### config.mk
export PLATFORM = sky130hd
export DESIGN_NAME = ram_port_arbiter
export DESIGN_NICKNAME = d
export VERILOG_FILES = /design/src/rtl/ram_port_arbiter.sv
export SDC_FILE = /design/constraint.sdc
export NUM_CORES = 1
export LEC_CHECK = 0
export CAP_MARGIN = 20
export CORE_AREA = 4 4 155 157
export CTS_CLUSTER_SIZE = 28
export DETAILED_ROUTE_END_ITERATION = 8
export DIE_AREA = 0 0 159 161
export HOLD_SLACK_MARGIN = 0.08
export PLACE_DENSITY = 0.66
export SLEW_MARGIN = 20
export SYNTH_ARGS = -nofsm -noshare
export SYNTH_HDL_FRONTEND = slang
export SYNTH_SLANG_ARGS = --single-unit
### constraint.sdc
create_clock -name clock -period 9.06 [get_ports clock]
set_input_delay 1.359 -clock clock [delete_from_list [all_inputs] [get_ports clock]]
set_output_delay 1.359 -clock clock [all_outputs]
set_load 0.05 [all_outputs]
### src/rtl/ram_port_arbiter.sv
// rtl/ram_port_arbiter.sv - round-robin two-port arbiter sharing one simple dual-port RAM
// Optional feature macro: RAM_ARB_COLLISION_STATS_EN (same-address deferral counter)
module ram_port_arbiter #(
  parameter int NUM_REQ       = 4,
  parameter int DATA_WIDTH    = 32,
  parameter int ADDRESS_WIDTH = 8
) (
  input  logic                             clock,
  input  logic                             reset,
  input  logic [NUM_REQ-1:0]               req_valid,
  input  logic [NUM_REQ-1:0]               req_write,
  input  logic [NUM_REQ*ADDRESS_WIDTH-1:0] req_address,
  input  logic [NUM_REQ*DATA_WIDTH-1:0]    req_writeData,
  output logic [NUM_REQ-1:0]               req_ready,
  output logic [NUM_REQ-1:0]               resp_valid,
  output logic [DATA_WIDTH-1:0]            resp_readData,
  output logic [DATA_WIDTH-1:0]            resp_readData_1,
  output logic [NUM_REQ-1:0]               resp_sel_1,
  output logic                             ram_writeEnable_0,
  output logic                             ram_writeEnable_1,
  output logic [ADDRESS_WIDTH-1:0]         ram_address_0,
  output logic [ADDRESS_WIDTH-1:0]         ram_address_1,
  output logic [DATA_WIDTH-1:0]            ram_writeData_0,
  output logic [DATA_WIDTH-1:0]            ram_writeData_1,
  input  logic [DATA_WIDTH-1:0]            ram_readData_0,
  input  logic [DATA_WIDTH-1:0]            ram_readData_1,
  output logic [15:0]                      collision_count
);
  localparam int REQ_BITS = $clog2(NUM_REQ);
  localparam logic [REQ_BITS:0] NUM_REQ_W = (REQ_BITS+1)'(NUM_REQ);

  logic [ADDRESS_WIDTH-1:0] addr_arr  [NUM_REQ];
  logic [DATA_WIDTH-1:0]    wdata_arr [NUM_REQ];
  logic [REQ_BITS-1:0]      rr_ptr;
  logic [REQ_BITS-1:0]      a_idx, b_idx;
  logic                     found_a, found_b;
  logic                     grant_a, grant_b;
  logic                     owner_valid_0, owner_valid_1;
  logic [REQ_BITS-1:0]      owner_id_0, owner_id_1;

  // Modulo-NUM_REQ increment that also works for non-power-of-two NUM_REQ
  function automatic logic [REQ_BITS-1:0] wrap_add(input logic [REQ_BITS-1:0] base,
                                                   input logic [REQ_BITS:0]   off);
    logic [REQ_BITS:0] sum;
    sum = {1'b0, base} + off;
    if (sum >= NUM_REQ_W) sum = sum - NUM_REQ_W;
    return sum[REQ_BITS-1:0];
  endfunction

  genvar g;
  generate
    for (g = 0; g < NUM_REQ; g++) begin : g_unpack
      assign addr_arr[g]  = req_address[g*ADDRESS_WIDTH +: ADDRESS_WIDTH];
      assign wdata_arr[g] = req_writeData[g*DATA_WIDTH +: DATA_WIDTH];
    end
  endgenerate

  // Round-robin scan: A is the first valid requester, B the next one whose address differs from A's
  always_comb begin
    logic [REQ_BITS-1:0] idx;
    found_a = 1'b0;
    found_b = 1'b0;
    a_idx   = '0;
    b_idx   = '0;
    idx     = '0;
    for (int k = 0; k < NUM_REQ; k++) begin
      idx = wrap_add(rr_ptr, (REQ_BITS+1)'(k));
      if (req_valid[idx]) begin
        if (!found_a) begin
          found_a = 1'b1;
          a_idx   = idx;
        end else if (!found_b && (addr_arr[idx] != addr_arr[a_idx])) begin
          found_b = 1'b1;
          b_idx   = idx;
        end
      end
    end
  end

  // Grants are suppressed entirely while reset is held low
  assign grant_a = found_a & reset;
  assign grant_b = found_b & reset;

  // One-hot-or-two grant vector back to the requesters
  always_comb begin
    req_ready = '0;
    if (grant_a) req_ready[a_idx] = 1'b1;
    if (grant_b) req_ready[b_idx] = 1'b1;
  end

  assign ram_writeEnable_0 = grant_a & req_write[a_idx];
  assign ram_address_0     = grant_a ? addr_arr[a_idx]  : '0;
  assign ram_writeData_0   = grant_a ? wdata_arr[a_idx] : '0;
  assign ram_writeEnable_1 = grant_b & req_write[b_idx];
  assign ram_address_1     = grant_b ? addr_arr[b_idx]  : '0;
  assign ram_writeData_1   = grant_b ? wdata_arr[b_idx] : '0;

  // Advance the pointer past the last winner and remember who owns each port's response
  always_ff @(posedge clock or negedge reset) begin
    if (!reset) begin
      rr_ptr        <= '0;
      owner_valid_0 <= 1'b0;
      owner_valid_1 <= 1'b0;
      owner_id_0    <= '0;
      owner_id_1    <= '0;
    end else begin
      owner_valid_0 <= grant_a;
      owner_valid_1 <= grant_b;
      owner_id_0    <= a_idx;
      owner_id_1    <= b_idx;
      if (grant_a) rr_ptr <= wrap_add(grant_b ? b_idx : a_idx, (REQ_BITS+1)'(1));
    end
  end

  // Steer the RAM read ports back to their owners one cycle after the grant
  always_comb begin
    resp_valid = '0;
    resp_sel_1 = '0;
    if (owner_valid_0) resp_valid[owner_id_0] = 1'b1;
    if (owner_valid_1) begin
      resp_valid[owner_id_1] = 1'b1;
      resp_sel_1[owner_id_1] = 1'b1;
    end
  end

  assign resp_readData   = ram_readData_0;
  assign resp_readData_1 = ram_readData_1;

`ifdef RAM_ARB_COLLISION_STATS_EN
  logic        deferral;
  logic [15:0] coll_q;

  // A cycle has a deferral when any other valid requester shares A's address
  always_comb begin
    deferral = 1'b0;
    for (int i = 0; i < NUM_REQ; i++) begin
      if (found_a && req_valid[i] && (REQ_BITS'(i) != a_idx) && (addr_arr[i] == addr_arr[a_idx]))
        deferral = 1'b1;
    end
  end

  // Saturating count of cycles that deferred at least one request
  always_ff @(posedge clock or negedge reset) begin
    if (!reset) coll_q <= '0;
    else if (deferral && (coll_q != 16'hFFFF)) coll_q <= coll_q + 16'd1;
  end

  assign collision_count = coll_q;
`else
  assign collision_count = 16'h0000;
`endif

endmodule

==> results_dict.tcl <==
set metrics [dict create \
    dieHeight_um 161 \
    wl_per_cell_um 24.4 \
    synth_commonest_cells "85 x buf_4, 56 x mux4_2, 45 x and2_1, 45 x mux2i_1, 40 x a21oi_1" \
    drt-total-wl_um 29500 \
    io-pin-count 408 \
    netlist_area_um2 6530 \
    worst_setup_hold_path_clk_slew_ns 0.04 \
    postCtsSetupBuffers 0 \
    yosysTopAreaCell "mux4_2" \
    drive_gt1_share_pct 24.4 \
    crit_path_start_kind "input port" \
    synth_edf_count 0 \
    fin_skew_ns 0.00776 \
    place.gp.congestion 0.984 \
    max-slew-margin-rel_pct 25.1 \
    criticalPathCategory "in -> out" \
    vias_per_cell 5.76 \
    die_area_um2 25600 \
    max-cap-violations 0 \
    vias 6956 \
    rows 55 \
    synth-seq-area-share_pct 3.07 \
    remaining_drc_errors 0 \
    antenna_cells 0 \
    postCtsHoldBufs 0 \
    final_area_um2 8880 \
    cts_tree "done" \
    avgSynthCellArea_um2 8.52 \
    core_um2 22500 \
    numCtsBuffers 3 \
    arrival_ns 7.00 \
    synthTopCellsByArea "mux4_2 19%, buf_4 9.8%, mux2i_1 6.9%" \
    ys.flop_type "dfrtp_1" \
    cts_resized 0 \
    grt_start_max_net_pins 77 \
    syn_inst 766 \
    regArea_um2 203 \
    hold_viol 0 \
    max_freq_mhz 120 \
    grt_pass1_vias 6701 \
    finalSetupViolCount 0 \
    final_nets 1159 \
    ctsHtreeMaxLevel 1 \
    synth.top_cell.area_share_pct 19.3 \
    min_path_cells 3 \
    antenna_left 0 \
    nFillCells 2312 \
    status "finished clean" \
    area.growth.synth_to_final_pct 36.0 \
    grt_setup_unrepaired "false" \
    synthArstFlopShare_pct 100 \
    vdd_drop_max_mv 0.208 \
    first_iter_violations 723 \
    p_leak_nw 3.27 \
    dpl.hpwl_um 23200 \
    fin_tns_setup_ns 0 \
    grt_overflow 0 \
    period_share_pct 92.3 \
    cts_sinks 8 \
    crit_path_end_kind "output port" \
    fp.dieW_um 159 \
    p_per_area_nw_per_um2 457 \
    dpl-instance-area_um2 8790 \
    crit_required_ns 7.70 \
    worst_pin_slew_ns 1.12 \
    grt_usage_pct 21.3 \
    ys_ff_latch 8 \
    clk_path_buf_depth 2 \
    drtPass1Iterations 5 \
    port_buffers 263 \
    root_buffer "clkbuf_16" \
    grt_pass1_wl_um 43300 \
    multiInputGateArea_um2 5290 \
    path_max_fanout 35 \
    antenna_found_initial 1 \
    ys_types 80 \
    post-route-min-period_ns 8.36 \
    insertion_delay_ns 0.23 \
    hold_path.class "reg -> reg" \
    start_util_pct 29.0 \
    yosysWarnings 0 \
    post-synth-top-count-cell "buf_4" \
    r2r_cells 14 \
    slew_viol_final 0 \
]
-- layout make-up --
cell class	count	share of cell area, %
Tap cell	285	4.02
Timing Repair Buffer	287	31.5
Inverter	40	1.71
Multi-Input combinational cell	584	59.6
Clock buffer	4	0.888
Sequential cell	8	2.28
-- registers in the layout, indices dropped and copies added, names as in the netlist --
| name | count |
|---|---|
| owner_valid_0 | 1 |
| rr_ptr | 2 |
| owner_id_1 | 2 |
| owner_valid_1 | 1 |
| owner_id_0 | 2 |
-- where the power goes --
| group | internal, mW | switching, mW | total, mW |
|---|---|---|---|
| combinational | 1.48 | 2.42 | 3.89 |
| clock | 0.0586 | 0.0171 | 0.0758 |
| sequential | 0.0529 | 0.0386 | 0.0914 |
| total | 1.59 | 2.47 | 4.06 |
-- cells in the final DEF (no fill, tap or decap), types with 16 or more instances in the layout --
master	instances
clkdlybuf4s50_1	219
buf_4	60
mux4_2	56
mux2i_1	45
and2_1	45
a21oi_1	40
inv_1	37
nor2_1	33
nor2b_1	32
nor3_1	32
nand2_1	30
mux2_2	29
a2111oi_2	27
o21ai_0	23
a211oi_1	23
conb_1	16
-- layer usage --
layer,wire (um),track usage [%],part of all wire [%]
met1,11200,26.6,38
met3,4060,9.98,14
met5,0,0,0
met4,586,3.91,2.0
met2,13600,34.0,46
-- final timing paths --
path                                       start  slack [ns]                      end
setup / recovery                    req_valid[2]        0.70      ram_writeData_1[12]
hold / removal             rr_ptr[1]$_DFFE_PN0P_        1.26    rr_ptr[1]$_DFFE_PN0P_
hold reg to reg            rr_ptr[1]$_DFFE_PN0P_        1.26    rr_ptr[1]$_DFFE_PN0P_
min in group asynchronous                  reset        1.51  owner_id_0[0]$_DFF_PN0_
max in group asynchronous                  reset        7.12    rr_ptr[1]$_DFFE_PN0P_
setup reg to reg           rr_ptr[1]$_DFFE_PN0P_        3.69    rr_ptr[1]$_DFFE_PN0P_
-- logic make-up (layout without fill, tap and decap cells) --
logic type / Yosys count / in the layout / synth area share [%]
compound gates: 196 / 196 / 25.7
xor+xnor: 19 / 19 / 2.55
fa+ha+maj: 2 / 2 / 0.345
buf+inv: 189 / 331 / 17.6
flops: 8 / 8 / 3.07
mux: 132 / 132 / 31.8
other cells: 1 / 16 / 0.0574
simple gates: 219 / 219 / 18.9
-- per-stage QoR --
stage / util [%] / setup WS [ns] / cells / hold WS, ns / total power, mW
4_1_cts: 39.4 / 0.755 / 1207 / 1.24 / 4.06
3_3_place_gp: 39.0 / 0.820 / 1203 / 1.24 / 3.95
3_5_place_dp: 39.0 / 0.782 / 1203 / 1.24 / 3.97
5_1_grt: 39.4 / 0.427 / 1208 / 1.33 / 4.31
6_report: 39.4 / 0.696 / 1208 / 1.26 / 4.06
2_1_floorplan: - / 1.25 / 781 / 1.06 / 3.04
-- critical path, stage by stage --
cell	delay (ns)
clkdlybuf4s50_1	0.42
nor2b_1	0.15
o21ai_1	0.20
buf_4	0.22
o21ai_0	0.11
ha_1	0.35
nor2b_1	0.16
mux2i_1	0.59
nand2_2	0.24
mux4_2	0.50
xor2_1	0.17
o221ai_1	0.17
a211o_1	0.37
nand4_1	0.11
and3_1	0.19
o31a_2	0.17
buf_4	0.31
buf_4	0.45
nor3_1	0.12
a2111oi_2	0.37
buf_4	0.27
(Power assumes the default switching activity.)
